## src/rtl/vga_pkg.sv

```systemverilog
// Shared VGA/frame-buffer constants, the RGB444 pixel type and the per-channel
// averaging helper used by the bilinear read path.
`timescale 1ns/1ps
package vga_pkg;

    localparam int SRC_W = 320;
    localparam int SRC_H = 240;
    localparam int DST_W = 640;
    localparam int DST_H = 480;

    typedef struct packed {
        logic [3:0] r;
        logic [3:0] g;
        logic [3:0] b;
    } rgb444_t;

    // Channels are averaged independently; a carry must never cross into a neighbour.
    function automatic rgb444_t avg4(input rgb444_t a, input rgb444_t b);
        logic [4:0] sr, sg, sb;
        rgb444_t    o;
        sr  = {1'b0, a.r} + {1'b0, b.r};
        sg  = {1'b0, a.g} + {1'b0, b.g};
        sb  = {1'b0, a.b} + {1'b0, b.b};
        o.r = sr[4:1];
        o.g = sg[4:1];
        o.b = sb[4:1];
        return o;
    endfunction

endpackage

```

## src/rtl/bilinear_line_buffer.sv

```systemverilog
// One source row of RGB444 pixels: simple dual-port RAM, one write port and a
// registered read port, so it maps onto a block RAM.
`timescale 1ns/1ps
module bilinear_line_buffer
    import vga_pkg::*;
#(
    parameter int DEPTH = SRC_W,
    parameter int AW    = $clog2(DEPTH)
) (
    input  logic          pclk,
    input  logic          we,
    input  logic [AW-1:0] waddr,
    input  rgb444_t       wdata,
    input  logic [AW-1:0] raddr,
    output rgb444_t       rdata
);

    rgb444_t mem [DEPTH];

    // Contents are never cleared; the even row always refills before it is read.
    always_ff @(posedge pclk) begin
        if (we)
            mem[waddr] <= wdata;
        rdata <= mem[raddr];
    end

endmodule

```

## src/rtl/bilinear_frame_reader.sv

```systemverilog
// Frame-buffer read side: fetches 320x240 RGB444 pixels in step with VGA timing
// and outputs a 2x bilinear upscale at 640x480, three pixel clocks behind the input.
`timescale 1ns/1ps
module bilinear_frame_reader #(
    parameter int SRC_W  = 320,
    parameter int SRC_H  = 240,
    parameter int ADDR_W = 17
) (
    input  logic              pclk,
    input  logic              reset,
    input  logic [9:0]        x_pixel,
    input  logic [9:0]        y_pixel,
    input  logic              display_en,
    output logic [ADDR_W-1:0] rAddr,
    input  logic [11:0]       rData,
    output logic [3:0]        red,
    output logic [3:0]        green,
    output logic [3:0]        blue,
    output logic              de_out
);
    import vga_pkg::*;

    localparam int CW = $clog2(SRC_W);
    localparam int RW = $clog2(SRC_H);

    logic [CW-1:0] sx, rc;
    logic [RW-1:0] sy, rr;

    // Odd output coordinates fetch the next source neighbour, clamped at the far edge.
    always_comb begin
        sx = CW'(x_pixel >> 1);
        sy = RW'(y_pixel >> 1);
        rc = sx;
        rr = sy;
        if (x_pixel[0] && (sx != CW'(SRC_W - 1)))
            rc = sx + 1'b1;
        if (y_pixel[0] && (sy != RW'(SRC_H - 1)))
            rr = sy + 1'b1;
        rAddr = '0;
        if (display_en)
            rAddr = ADDR_W'(rr) * ADDR_W'(SRC_W) + ADDR_W'(rc);
    end

    // ---- stage 1: frame-buffer and line-buffer data arrive ----
    logic [CW-1:0] rc_p1;
    logic          xodd_p1, yodd_p1, vld_p1;

    always_ff @(posedge pclk or negedge reset) begin
        if (!reset) begin
            rc_p1   <= '0;
            xodd_p1 <= 1'b0;
            yodd_p1 <= 1'b0;
            vld_p1  <= 1'b0;
        end else begin
            rc_p1   <= rc;
            xodd_p1 <= x_pixel[0];
            yodd_p1 <= y_pixel[0];
            vld_p1  <= display_en;
        end
    end

    rgb444_t fb_pix, lb_pix;
    assign fb_pix = rgb444_t'(rData);

    // Even rows refill the buffer with the row the following odd row pairs against.
    bilinear_line_buffer #(
        .DEPTH (SRC_W)
    ) u_line_buffer (
        .pclk  (pclk),
        .we    (vld_p1 && !yodd_p1),
        .waddr (rc_p1),
        .wdata (fb_pix),
        .raddr (rc),
        .rdata (lb_pix)
    );

    // ---- stage 2: vertical interpolation ----
    rgb444_t v_p2;
    logic    xodd_p2, vld_p2;

    always_ff @(posedge pclk or negedge reset) begin
        if (!reset) begin
            v_p2    <= '0;
            xodd_p2 <= 1'b0;
            vld_p2  <= 1'b0;
        end else begin
            v_p2    <= yodd_p1 ? avg4(lb_pix, fb_pix) : fb_pix;
            xodd_p2 <= xodd_p1;
            vld_p2  <= vld_p1;
        end
    end

    // ---- stage 3: horizontal interpolation and output registers ----
    rgb444_t a_p3, out_p3;

    always_ff @(posedge pclk or negedge reset) begin
        if (!reset) begin
            a_p3   <= '0;
            out_p3 <= '0;
            de_out <= 1'b0;
        end else begin
            de_out <= vld_p2;
            if (!vld_p2) begin
                out_p3 <= '0;
            end else if (!xodd_p2) begin
                out_p3 <= v_p2;
                a_p3   <= v_p2;
            end else begin
                out_p3 <= avg4(a_p3, v_p2);
            end
        end
    end

    assign red   = out_p3.r;
    assign green = out_p3.g;
    assign blue  = out_p3.b;

endmodule

```

## config.mk

```make
export PLATFORM = sky130hd
export DESIGN_NAME = bilinear_frame_reader
export DESIGN_NICKNAME = d
export VERILOG_FILES = /design/src/rtl/vga_pkg.sv /design/src/rtl/bilinear_line_buffer.sv /design/src/rtl/bilinear_frame_reader.sv
export SDC_FILE = /design/constraint.sdc
export NUM_CORES = 2
export LEC_CHECK = 0
export CAP_MARGIN = 25
export CORE_MARGIN = 8
export CORE_UTILIZATION = 39
export CTS_CLUSTER_DIAMETER = 60
export DETAILED_ROUTE_END_ITERATION = 8
export PLACE_DENSITY = 0.5
export REMOVE_ABC_BUFFERS = 1
export SETUP_SLACK_MARGIN = 0.15
export SYNTH_ARGS = -nofsm -noshare
export SYNTH_HDL_FRONTEND = slang
export SYNTH_SLANG_ARGS = --single-unit
```

## constraint.sdc

```tcl
create_clock -name pclk -period 6.4 [get_ports pclk]
set_clock_uncertainty 0.1 [all_clocks]
set_input_delay 1.28 -clock pclk [delete_from_list [all_inputs] [get_ports pclk]]
set_output_delay 1.28 -clock pclk [all_outputs]
set_load 0.05 [all_outputs]
```

==> run metrics <==
status finished, final reports clean; PortBufs 63; Cell Rows 232; die extent in y about 650 µm; GRT Overall Usage between 20% and 30%; die area 421000 µm²; setup violators final 0; nets@finish 10300; antenna viol nets, final 0; first-pass GRT wire length roughly 700 mm; clk_lat worst skew 1000 ps; Post-Synthesis Cells 9507; vias in the first global route slightly above 90000; Seq/Total Area, Yosys ~75%; most common flop cell mapped by yosys edfxtp_1; # hold bufs at CTS 0; Post-synth EDFFs ~3800; Final TNS setup 0 ps; largest net degree at the start of global routing roughly 180; Max VDD drop between 0.0002 and 0.00025 V; Final Hold Viols 0; I/O pins 65; drt wl/cell just over 30 µm; dpl cell area about 170000 µm²; RSZ-0062 raised after global routing false; Starting Density about 40%; Post-Synthesis Cell Area ~160000 µm²; Pleak 60.1 nW; gr ovfl total 0; DP Worst Slack -333 ps; DRT iter0 DRCs roughly 11000; CP Data Arrival Time 4650 ps; synth-to-layout area growth 17.4%; register bit total from synthesis 3903; Worst slew margin 24.7%; Worst EP required 5020 ps; pwr/cell area between 300 and 400 nW/µm²; Worst-Margin Slew about 1100 ps; CTS buffer count around 430; CTS clock-pin slew for the worst setup and hold paths ~60 ps; final instance area about 180000 µm²; count leader, synth edfxtp_1; CTS Root Cell clkbuf_16; CTS Buffer Depth 4; max-slew violation count 0; Final period util a little over nine tenths; Yosys cell types between 80 and 90; TritonRoute pass-1 iters 6; Critical Path End Type output port; maxcap violations 0; Crit Path Class in -> out; YS warnings 0; drt drc 0; Synth area leaders edfxtp_1, mux4_2, nand2_1; biggest area consumer among synthesized cells edfxtp_1; Post-synth top cells edfxtp_1, nand2_1, mux4_2; CP Max Fanout 6; Tmin final between 6000 and 7000 ps; post-DR vias/cell 5.81; async set-reset flop share out of synthesis 1.31%; hold crit path type in -> async; Placeable Area 399000 µm²; Fmax between 150 and 200 MHz; CTS tree done; top cell type's share of synthesized area between 70% and 80%; routability congestion estimate about 0.85; Die X-Extent about 650 µm; deepest level of the CTS H-tree 5; critical path launch point type input port; total number of vias 92300; share of cells above drive strength 1 20.9%; HPWL Detailed about 310 mm; CTS sink count just under 4000; Routed WL between 400 and 500 mm; Syn Area/Cell between 15 and 20 µm²; Worst Slack Setup Final between 300 and 400 ps; initial antenna violation count 39
-- registers in the layout, summed over array words and instances (netlist names) --
register	count
rc_p1	9
red	4
u_line_buffer.mem	3840
blue	4
xodd_p2	1
de_out	1
u_line_buffer.rdata	12
v_p2	12
vld_p2	1
vld_p1	1
a_p3	12
xodd_p1	1
green	4
yodd_p1	1
-- worst max-delay path: stages --
cell and delay, ps:
clkdlybuf4s50_1 750, nand4bb_1 200, buf_4 180, o21ai_2 80, or3_1 370, xnor2_1 180, buf_4 270, ha_1 270
a21o_1 160, a21oi_1 180, nor2b_1 120, nand3_1 110, xor2_1 130, and2_1 200, buf_12 150
-- timing repair --
| item | 4_1_cts | 5_1_grt |
|---|---|---|
| pin swaps | 9 | 13 |
| endpoints found under the setup margin | 4 | 5 |
| buffers inserted | 0 | 1 |
| resized for setup | 16 | 19 |
| cloned | 0 | 0 |
-- stage by stage --
stage	power [mW]	std cells	util [%]	hold WS [ps]
finish	57.3	15900	46.0	353
floorplan	31.6	8854	-	231
detailed placement	33.7	15100	42.5	399
global placement	33.6	15000	42.3	391
global route	59.0	15900	45.9	377
CTS	57.8	15900	45.9	294
-- where the power goes --
group | switching (mW) | leakage [nW] | internal [mW]
clock | 10.2 | 6.65 | 14.0
sequential | 0.0626 | 35.2 | 28.2
combinational | 3.18 | 18.3 | 1.73
-- area by class of cell --
class	count	area, µm²
Antenna cell	15	37.5
Tap cell	5265	6590
Clock buffer	529	11100
Inverter	44	210
Multi-Input combinational cell	4907	37000
Timing Repair Buffer	975	9060
Fill cell	34100	216000
Clock inverter	242	2610
Sequential cell	3903	117000
-- metal layers --
layer / GRT usage (%) / share of wire [%] / vias to the layer above
met1: 31.3 / 42 / 48400
li1: - / - / 39300
met4: 7.29 / 3.6 / 8
met2: 35.2 / 46 / 3768
met3: 3.66 / 7.7 / 755
met5: 0 / 0.010 / -
-- cell families (layout without fill, tap and decap cells) --
kind of cell | after synthesis | after routing | share of synthesized area, %
AO/OA/AOI/OAI | 1585 | 1585 | 7.05
XOR/XNOR | 35 | 35 | 0.201
adder cells (fa/ha/maj) | 41 | 41 | 0.367
buffers and inverters | 697 | 1790 | 1.94
flip-flops | 3903 | 3903 | 74.8
multiplexers | 699 | 699 | 8.56
other | 0 | 15 | 0
AND/OR/NAND/NOR | 2547 | 2547 | 7.12
-- placed cells by master (no fill, tap or decap), drive strengths merged, types with 19 or more instances in the layout --
master / instances
a32oi: 42
dfrtp: 51
nand3: 222
clkdlybuf4s50: 20
a311oi: 115
nor2: 413
nand2: 1443
a21oi: 330
nand4: 69
edfxtp: 3840
and3: 220
a211oi: 238
clkbuf: 530
o2111ai: 29
nor3: 33
buf: 946
a2111oi: 19
o211ai: 42
xnor2: 24
mux4: 503
a22oi: 162
clkinv: 177
a221oi: 31
bufinv: 40
a32o: 48
o22ai: 38
inv: 57
ha: 33
and2: 34
a31oi: 175
o21ai: 169
mux2: 63
mux2i: 133
nor2b: 29
-- path summary, 6_finish.rpt --
check                      depth (start not counted)  slack (ps)  startpoint                   endpoint
setup reg to reg                                   4        2170     yodd_p1  u_line_buffer.mem[284][1]
setup / recovery                                  15         370  x_pixel[8]                  rAddr[15]
min in group pclk                                  1         410     a_p3[7]                    a_p3[7]
max in group asynchronous                          2        5360       reset                   rc_p1[5]
hold / removal                                     2         350       reset                   rc_p1[1]
hold reg to reg                                    1         410     a_p3[7]                    a_p3[7]
(Power assumes the default switching activity.)
